<file path="src/rtl/muldiv_unit_pkg.sv">
// Shared op codes, HI/LO write codes and FSM encodings for the mul/div unit.
package muldiv_unit_pkg;

  localparam int MULDIV_OP_WIDTH = 2;
  localparam logic [MULDIV_OP_WIDTH-1:0] MULDIV_OP_MULTU = 2'b00;
  localparam logic [MULDIV_OP_WIDTH-1:0] MULDIV_OP_MULT  = 2'b01;
  localparam logic [MULDIV_OP_WIDTH-1:0] MULDIV_OP_DIVU  = 2'b10;
  localparam logic [MULDIV_OP_WIDTH-1:0] MULDIV_OP_DIV   = 2'b11;

  localparam int LOHI_WRITE_OPT_WIDTH = 2;
  localparam logic [LOHI_WRITE_OPT_WIDTH-1:0] LOHI_WRITE_NONE = 2'b00;
  localparam logic [LOHI_WRITE_OPT_WIDTH-1:0] LOHI_WRITE_LO   = 2'b01;
  localparam logic [LOHI_WRITE_OPT_WIDTH-1:0] LOHI_WRITE_HI   = 2'b10;
  localparam logic [LOHI_WRITE_OPT_WIDTH-1:0] LOHI_WRITE_RSVD = 2'b11;

  localparam logic [1:0] S_IDLE = 2'd0;
  localparam logic [1:0] S_CALC = 2'd1;
  localparam logic [1:0] S_FIX  = 2'd2;

endpackage

</file>
<file path="src/rtl/muldiv_unit_step.sv">
// One UNROLL-bit iteration: shift-add multiply or restoring divide.
// Mul: hi = partial product, lo = multiplier shifting out, b = multiplicand.
// Div: hi = partial remainder, lo = dividend shifting out / quotient in, b = divisor.
module muldiv_unit_step #(
  parameter int WIDTH  = 32,
  parameter int UNROLL = 1
) (
  input  logic             i_is_div,
  input  logic [WIDTH-1:0] i_hi,
  input  logic [WIDTH-1:0] i_lo,
  input  logic [WIDTH-1:0] i_b,
  output logic [WIDTH-1:0] o_hi,
  output logic [WIDTH-1:0] o_lo
);

  logic [WIDTH-1:0] w_h;
  logic [WIDTH-1:0] w_l;
  logic [WIDTH:0]   w_t;

  // Retire UNROLL bits; w_t carries the adder carry-out / trial-subtract bit.
  always_comb begin
    w_h = i_hi;
    w_l = i_lo;
    w_t = '0;
    for (int k = 0; k < UNROLL; k++) begin
      if (i_is_div) begin
        w_t = {w_h, w_l[WIDTH-1]};
        w_l = {w_l[WIDTH-2:0], 1'b0};
        if (w_t >= {1'b0, i_b}) begin
          w_t    = w_t - {1'b0, i_b};
          w_l[0] = 1'b1;
        end
        w_h = w_t[WIDTH-1:0];
      end else begin
        w_t = {1'b0, w_h} + (w_l[0] ? {1'b0, i_b} : {(WIDTH+1){1'b0}});
        w_l = {w_t[0], w_l[WIDTH-1:1]};
        w_h = w_t[WIDTH:1];
      end
    end
    o_hi = w_h;
    o_lo = w_l;
  end

endmodule

</file>
<file path="src/rtl/muldiv_unit.sv">
// Iterative multiply/divide unit owning the HI/LO pair.
// Operands are reduced to magnitudes on entry; signs are reapplied in FIX.
module muldiv_unit
  import muldiv_unit_pkg::*;
#(
  parameter int WIDTH  = 32,
  parameter int UNROLL = 1
) (
  input  logic                            clk,
  input  logic                            rst,
  input  logic                            start,
  input  logic [MULDIV_OP_WIDTH-1:0]      op,
  input  logic [WIDTH-1:0]                opr1,
  input  logic [WIDTH-1:0]                opr2,
  input  logic [LOHI_WRITE_OPT_WIDTH-1:0] write_opt,
  input  logic [WIDTH-1:0]                write_data,
  output logic [2*WIDTH-1:0]              result,
  output logic                            ready,
  output logic                            div_by_zero
);

  localparam int N  = WIDTH / UNROLL;
  localparam int CW = (N > 1) ? $clog2(N) : 1;

  if ((WIDTH % UNROLL) != 0) begin : g_bad_unroll
    $error("muldiv_unit: UNROLL must divide WIDTH");
  end

  logic [1:0]       r_state;
  logic [CW-1:0]    r_cnt;
  logic             r_is_div;
  logic             r_neg_q;     // product sign for mul, quotient sign for div
  logic             r_neg_r;     // remainder sign (dividend sign)
  logic             r_dz;
  logic [WIDTH-1:0] r_dividend;  // raw opr1, returned in HI on divide by zero
  logic [WIDTH-1:0] r_wh;
  logic [WIDTH-1:0] r_wl;
  logic [WIDTH-1:0] r_b;
  logic [WIDTH-1:0] r_hi;
  logic [WIDTH-1:0] r_lo;
  logic             r_dbz;

  logic               w_s1, w_s2;
  logic [WIDTH-1:0]   w_mag1, w_mag2;
  logic               w_wr_lo, w_wr_hi, w_wr;
  logic [WIDTH-1:0]   w_step_hi, w_step_lo;
  logic [2*WIDTH-1:0] w_prod, w_prod_fix;
  logic [WIDTH-1:0]   w_quo, w_rem;
  logic               w_commit;

  assign w_s1    = op[0] & opr1[WIDTH-1];
  assign w_s2    = op[0] & opr2[WIDTH-1];
  assign w_mag1  = w_s1 ? -opr1 : opr1;
  assign w_mag2  = w_s2 ? -opr2 : opr2;
  assign w_wr_lo = (write_opt == LOHI_WRITE_LO);
  assign w_wr_hi = (write_opt == LOHI_WRITE_HI);
  assign w_wr    = w_wr_lo | w_wr_hi;

  assign w_prod     = {r_wh, r_wl};
  assign w_prod_fix = r_neg_q ? -w_prod : w_prod;
  assign w_quo      = r_neg_q ? -r_wl : r_wl;
  assign w_rem      = r_neg_r ? -r_wh : r_wh;
  assign w_commit   = (r_state == S_FIX) && !w_wr && !start;

  muldiv_unit_step #(.WIDTH(WIDTH), .UNROLL(UNROLL)) u_step (
    .i_is_div (r_is_div),
    .i_hi     (r_wh),
    .i_lo     (r_wl),
    .i_b      (r_b),
    .o_hi     (w_step_hi),
    .o_lo     (w_step_lo)
  );

  // FSM and working registers; a write aborts, otherwise start (re)launches.
  always_ff @(posedge clk or negedge rst) begin
    if (!rst) begin
      r_state    <= S_IDLE;
      r_cnt      <= '0;
      r_is_div   <= 1'b0;
      r_neg_q    <= 1'b0;
      r_neg_r    <= 1'b0;
      r_dz       <= 1'b0;
      r_dividend <= '0;
      r_wh       <= '0;
      r_wl       <= '0;
      r_b        <= '0;
    end else if (w_wr) begin
      r_state <= S_IDLE;
    end else if (start) begin
      r_state    <= S_CALC;
      r_cnt      <= CW'(N - 1);
      r_is_div   <= op[1];
      r_neg_q    <= w_s1 ^ w_s2;
      r_neg_r    <= w_s1;
      r_dz       <= op[1] & (opr2 == '0);
      r_dividend <= opr1;
      r_wh       <= '0;
      r_wl       <= op[1] ? w_mag1 : w_mag2;
      r_b        <= op[1] ? w_mag2 : w_mag1;
    end else begin
      case (r_state)
        S_CALC: begin
          r_wh <= w_step_hi;
          r_wl <= w_step_lo;
          if (r_cnt == '0) r_state <= S_FIX;
          else             r_cnt   <= r_cnt - 1'b1;
        end
        S_FIX:   r_state <= S_IDLE;
        default: r_state <= S_IDLE;
      endcase
    end
  end

  // HI/LO only change on an explicit write or at commit.
  always_ff @(posedge clk or negedge rst) begin
    if (!rst) begin
      r_hi  <= '0;
      r_lo  <= '0;
      r_dbz <= 1'b0;
    end else if (w_wr) begin
      if (w_wr_lo) r_lo <= write_data;
      if (w_wr_hi) r_hi <= write_data;
    end else if (w_commit) begin
      r_dbz <= r_dz;
      if (r_dz) begin
        r_lo <= '1;
        r_hi <= r_dividend;
      end else if (r_is_div) begin
        r_lo <= w_quo;
        r_hi <= w_rem;
      end else begin
        {r_hi, r_lo} <= w_prod_fix;
      end
    end
  end

  assign result      = {r_hi, r_lo};
  assign ready       = (r_state == S_IDLE);
  assign div_by_zero = r_dbz;

endmodule
</file>
<file path="config.mk">
export PLATFORM = sky130hd
export DESIGN_NAME = muldiv_unit
export DESIGN_NICKNAME = d
export VERILOG_FILES = /design/src/rtl/muldiv_unit_pkg.sv /design/src/rtl/muldiv_unit_step.sv /design/src/rtl/muldiv_unit.sv
export SDC_FILE = /design/constraint.sdc
export NUM_CORES = 1
export LEC_CHECK = 0
export CORE_ASPECT_RATIO = 2
export CORE_MARGIN = 4
export CORE_UTILIZATION = 45
export DETAILED_ROUTE_END_ITERATION = 16
export PLACE_DENSITY_LB_ADDON = 0.2
export SLEW_MARGIN = 15
export SYNTH_ARGS = -nofsm -noshare
export SYNTH_HDL_FRONTEND = slang
export SYNTH_HIERARCHICAL = 1
export SYNTH_SLANG_ARGS = --single-unit
export TNS_END_PERCENT = 50
</file>
<file path="constraint.sdc">
create_clock -name clk -period 9.7 [get_ports clk]
set_clock_uncertainty 0.05 [all_clocks]
set_input_delay 1.94 -clock clk [delete_from_list [all_inputs] [get_ports clk]]
set_output_delay 1.94 -clock clk [all_outputs]
set_load 0.05 [all_outputs]
</file>
**Yosys cells after proc, flatten, opt, wreduce, memory -nomap -nowiden**

Index checks and enable logic that the tools add are counted.

- Word-level logic and storage cells: 84
- Input bits: 103
- Register bits: 204
- Output and inout port bits: 66

- Reduce and logical (&&, ||, !) cells: 15
- Multiplexer cells: 33
- Add/sub/neg operators: 8
- Bitwise operators: 6
- Equal/unequal tests: 8
- Order comparisons: 1

Operators by type and width:

| kind | number |
|---|---|
| 32-bit two-way mux | 24 |
| 32-bit negator | 4 |
| 64-bit two-way mux | 1 |
| 64-bit negator | 1 |
| 32-bit by 32-bit adder with 33-bit output | 1 |
| 33-bit by 32-bit greater-or-equal comparator with 1-bit output | 1 |
| 32-bit logical NOT | 1 |
| 32-bit subtractor | 1 |
| 5-bit two-way mux | 3 |
| 2-bit AND reduction | 5 |
| 2-bit two-way mux | 4 |
| 2-bit != test, second input constant | 3 |
| 5-bit logical NOT | 1 |
| 5-bit by 1-bit subtractor with 5-bit output, second input constant | 1 |
| 2-bit by 1-bit equality test with 1-bit output, second input constant | 2 |
| 2-bit equality test, second input constant | 2 |
| 4-bit != test, second input constant | 1 |
| 2-bit nonzero test | 2 |
| 1-bit AND | 3 |
| 3-bit AND reduction | 1 |
| 1-bit logical AND | 2 |
| 1-bit logical NOT | 2 |
| 2-bit logical NOT | 1 |
| 1-bit two-way mux | 1 |
| 3 further kinds | 3 |

**Logic depth before layout (Yosys ltp)**

- Word-level depth: 7
- Mapped depth: 15

**Cells and area by module**

Netlist, hierarchy kept.

By module, submodules not included:

| module | times used | area each (um^2) | cells an instance | seq. area each (um^2) |
|---|---|---|---|---|
| muldiv_unit | 1 | 12,234.2 | 1,374 | 5,104.9 |
| muldiv_unit_step | 1 | 4,700.8 | 675 | 0.0 |

**Worst setup path after synthesis**

OpenSTA, ideal clock, no wires.

- Kind: input port to flip-flop
- Start: in opr2[17]
- End: reg r_wl[22]
- Buffers on the path: 0
- Arrival: 3.752 ns
- Slack: 5.821 ns
- Stages: 7
- Cell sequence: or4_4 -> or3_4 -> or2_4 -> o31a_1 -> xnor2_1 -> o22a_1 -> a21oi_1

- Cells in the longest elaborated chain, start to end: 4

RTL lines:

| item | RTL line | source |
|---|---|---|
| start, declared | muldiv_unit.sv:14 | `input logic [WIDTH-1:0] opr2,` |
| 32-bit negator | muldiv_unit.sv:54 | `assign w_mag2 = w_s2 ? -opr2 : opr2;` |
| 32-bit two-way mux | muldiv_unit.sv:54 |  |
| 32-bit two-way mux | muldiv_unit.sv:98 | `r_wl <= op[1] ? w_mag1 : w_mag2;` |
| 32-bit two-way mux | muldiv_unit.sv:89 | `end else if (start) begin` |
| end signal, assigned | muldiv_unit.sv:98 |  |
| end signal, assigned | muldiv_unit.sv:104 | `r_wl <= w_step_lo;` |
| end, declared | muldiv_unit.sv:37 | `logic [WIDTH-1:0] r_wl;` |

No other way between the ends.
A chain may end at the register's enable or synchronous reset.

**Final worst setup path**

- Start: in write_opt[0]
- End: reg r_hi[1]

- Cells in the longest elaborated chain, start to end: 7

RTL lines:

| item | RTL line | source |
|---|---|---|
| start, declared | muldiv_unit.sv:15 | `input logic [LOHI_WRITE_OPT_WIDTH-1:0] write_opt,` |
| 2-bit by 1-bit equality test with 1-bit output or 2-bit equality test (tied branches) | muldiv_unit.sv:55, muldiv_unit.sv:56 |  |
| 1-bit bitwise OR | muldiv_unit.sv:57 | `assign w_wr = w_wr_lo \| w_wr_hi;` |
| 1-bit logical NOT | muldiv_unit.sv:63 | `assign w_commit = (r_state == S_FIX) && !w_wr && !start;` |
| 1-bit logical AND (2 in series) | muldiv_unit.sv:63 |  |
| 2-bit nonzero test (no line) | -- |  |
| 2-bit AND reduction (no line) | -- |  |
| end signal, assigned | muldiv_unit.sv:122 | `if (w_wr_hi) r_hi <= write_data;` |
| end signal, assigned | muldiv_unit.sv:127 | `r_hi <= r_dividend;` |
| end signal, assigned | muldiv_unit.sv:130 | `r_hi <= w_rem;` |
| end, declared | muldiv_unit.sv:39 | `logic [WIDTH-1:0] r_hi;` |

Parallel ways exist; a longest one is shown, timed or not.

==> metrics.cfg <==
[synth]
syn_area_sq_um=16900
synth_seq_cells=204
synth.distinct_cells=99
postSynthAreaPerCell_sq_um=8.27
yosys_warnings=6
synth_flop_cell=dfrtp_1
synth_seq_area_share=0.301
synth_edf_count=0
synth-async-reset-ratio=1.00
syn_nets=2226
syn-instance-count=2049

[clocking]
holdBufCountCts=0
cts-htree-levels=1
clock_latency_ns=0.54
root_buffer=clkbuf_16
cts.path.max_buffers=3
cts.sinks=204
cts_tree=yes
cts_resized=0
clkTransAtPathRegs_ns=0.07
cts_buffers=20
postCtsSetupBuffers=0

[status]
run_status=finished, final reports clean

[sta]
finalMaxSlewViolations=0
min_period_ns=5.20
setup_slack_ns=4.50
slew-limit-headroom=0.207
max_clock_freq_mhz=192
tns_ns=0
post-route-period-util=0.536
tightest_slew_ns=1.19
setup_violations=0
rsz0062_at_grt=false
finalHoldViolations=0

[setup_path]
cp-start-kind=primary input
cp.required_ns=10.10
critical_path_class=in2reg
r2r-start=r_wh[6]$_DFFE_PN0P_
arrival_ns=5.60
worst-path-max-fanout=30
setup.worst_path.end_class=flip-flop
reg2reg_slack_ns=5.27
worstReg2RegEnd=r_wh[5]$_DFFE_PN0P_
rr_worst_depth=12

[route]
routed_wl_mm=69.8
ant_nets=0
vias_per_cell=6.44
drt_iter0_drc=1208
dr.pass1.iters=5
drc=0
post_drt_wl_per_cell_microns=26.8
vias=16800

[finish]
fin_nets=2314
final_cell_mix=nand2_1 (207), dfrtp_1 (203), clkdlybuf4s50_1 (166)
multi_input_area_sq_um=11100
seq_area_sq_um=5110
area_growth_pct=15.6
drive_gt1_frac=0.0781
diodes=0
fill_cells=3546
final_common_cell=nand2_1

[placed_design]
place_congestion=1.03
io_buffers=168
place.detailed.hpwl_mm=54.6
dp_slack_ns=4.06

[global_route]
gr-max-usage-layer=met2
grt_max_degree=86
track_usage=0.327
grt.overflow.total=0
gr-usage-met2=0.614
grtUsageMet1=0.331
grt_pass1_vias=16900
grt_pass1_wl_mm=103
grt_antenna_before_repair=0
use_met3=0.0402

[flow_run]
cap_violations=0

[floorplan]
fp.coreArea_sq_um=37200
dieArea_sq_um=41000
fp-row-count=100
die_x_microns=145
io_pins=169
die_y_microns=282
start_util=0.456

[min_path]
min_to=r_lo[13]$_DFFE_PN0P_
hp-start=r_lo[13]$_DFFE_PN0P_
hp-class=reg2reg
min_path_cells=2

[power_and_ir_drop]
p_leak_nw=8.25
power_density_nw_per_um2=239
peakVddDrop_mv=0.0954
total_power_mw=4.67

-- logic make-up after synthesis --
family,after synthesis,share of synthesized area
AO/OA/AOI/OAI,659,0.257
XOR/XNOR,175,0.0905
adder cells (fa/ha/maj),74,0.0556
buffers and inverters,204,0.0471
flip-flops,204,0.301
multiplexers,85,0.0553
AND/OR/NAND/NOR,648,0.193
-- report_power, final --
part           switching (mW)  total, mW  internal, mW  leakage, nW
Sequential              0.328       1.38          1.05         2.51
Clock                   0.375      0.842         0.467        0.323
Combinational            1.53       2.45         0.918         5.41
-- critical path: stages --
cell and delay [ns]:
clkdlybuf4s50_1 0.48, inv_1 0.06, ha_2 0.64, buf_4 0.41, clkinv_1 0.22, buf_4 0.27
nor2_1 0.17, nand2_1 0.66, a221o_1 0.53, o21ai_0 0.18
-- layout make-up --
cell class | count | area share
clock inverters | 8 | 0.00505
repair buffers | 190 | 0.0943
well taps | 459 | 0.0293
inverters | 80 | 0.0153
clock buffers | 27 | 0.0290
flip-flops and latches | 204 | 0.261
multi-input cells | 1641 | 0.566
-- how the worst max path moves through the flow --
stage / from / endpoint / slack (ns) / cells after the start
2_1_floorplan: opr2[17] / r_wl[22]$_DFFE_PN0P_ / 5.82 / 7
3_3_place_gp: write_opt[0] / r_hi[1]$_DFFE_PN0P_ / 4.18 / 10
3_5_place_dp: write_opt[0] / r_hi[1]$_DFFE_PN0P_ / 4.06 / 10
4_1_cts: write_opt[0] / r_hi[1]$_DFFE_PN0P_ / 4.61 / 10
5_1_grt: write_opt[0] / r_hi[1]$_DFFE_PN0P_ / 4.31 / 10
6_report: write_opt[0] / r_hi[1]$_DFFE_PN0P_ / 4.50 / 10
-- cells in the mapped netlist, types with 25 or more instances --
library cell / n / area (sq um)
xor2_1: 75 / 657
a21oi_1: 157 / 786
nor3_1: 35 / 175
clkbuf_1: 97 / 364
a22o_1: 33 / 289
dfrtp_1: 204 / 5100
and2_1: 45 / 282
a21o_1: 26 / 195
inv_1: 78 / 293
and3_1: 49 / 307
nor4_1: 25 / 156
nand3_1: 45 / 225
nand2_1: 208 / 781
o221ai_1: 37 / 324
nor2_1: 134 / 503
a31oi_1: 29 / 181
ha_1: 72 / 901
mux2_2: 61 / 687
xnor2_1: 100 / 876
o22ai_1: 41 / 257
o21ai_0: 157 / 786
a221oi_1: 25 / 219
-- flip-flops by register name, summed over array words and instances (netlist names) --
| register | flops |
|---|---|
| r_cnt | 5 |
| r_state | 2 |
| r_wl | 32 |
| r_neg_q | 1 |
| r_hi | 32 |
| div_by_zero | 1 |
| r_dz | 1 |
| r_is_div | 1 |
| r_neg_r | 1 |
| r_dividend | 32 |
| r_b | 32 |
| r_wh | 32 |
| r_lo | 32 |
-- stage by stage --
step                      hold slack, ns  utilization  area (sq um)  cells
after floorplan                    0.400            -         16900   2049
after global placement             0.411        0.509         18900   2574
after detailed placement           0.419        0.509         18900   2574
after CTS                          0.433        0.527         19600   2609
after global routing               0.457        0.527         19600   2609
final                              0.428        0.527         19600   2609
-- layer usage --
metal  up-vias  wire, microns
met5         -              0
met4         0           6130
met2       770          36100
li1       7714              -
met3       262           3500
met1      8055          24100
No activity file was read; power rests on OpenSTA's default activity.
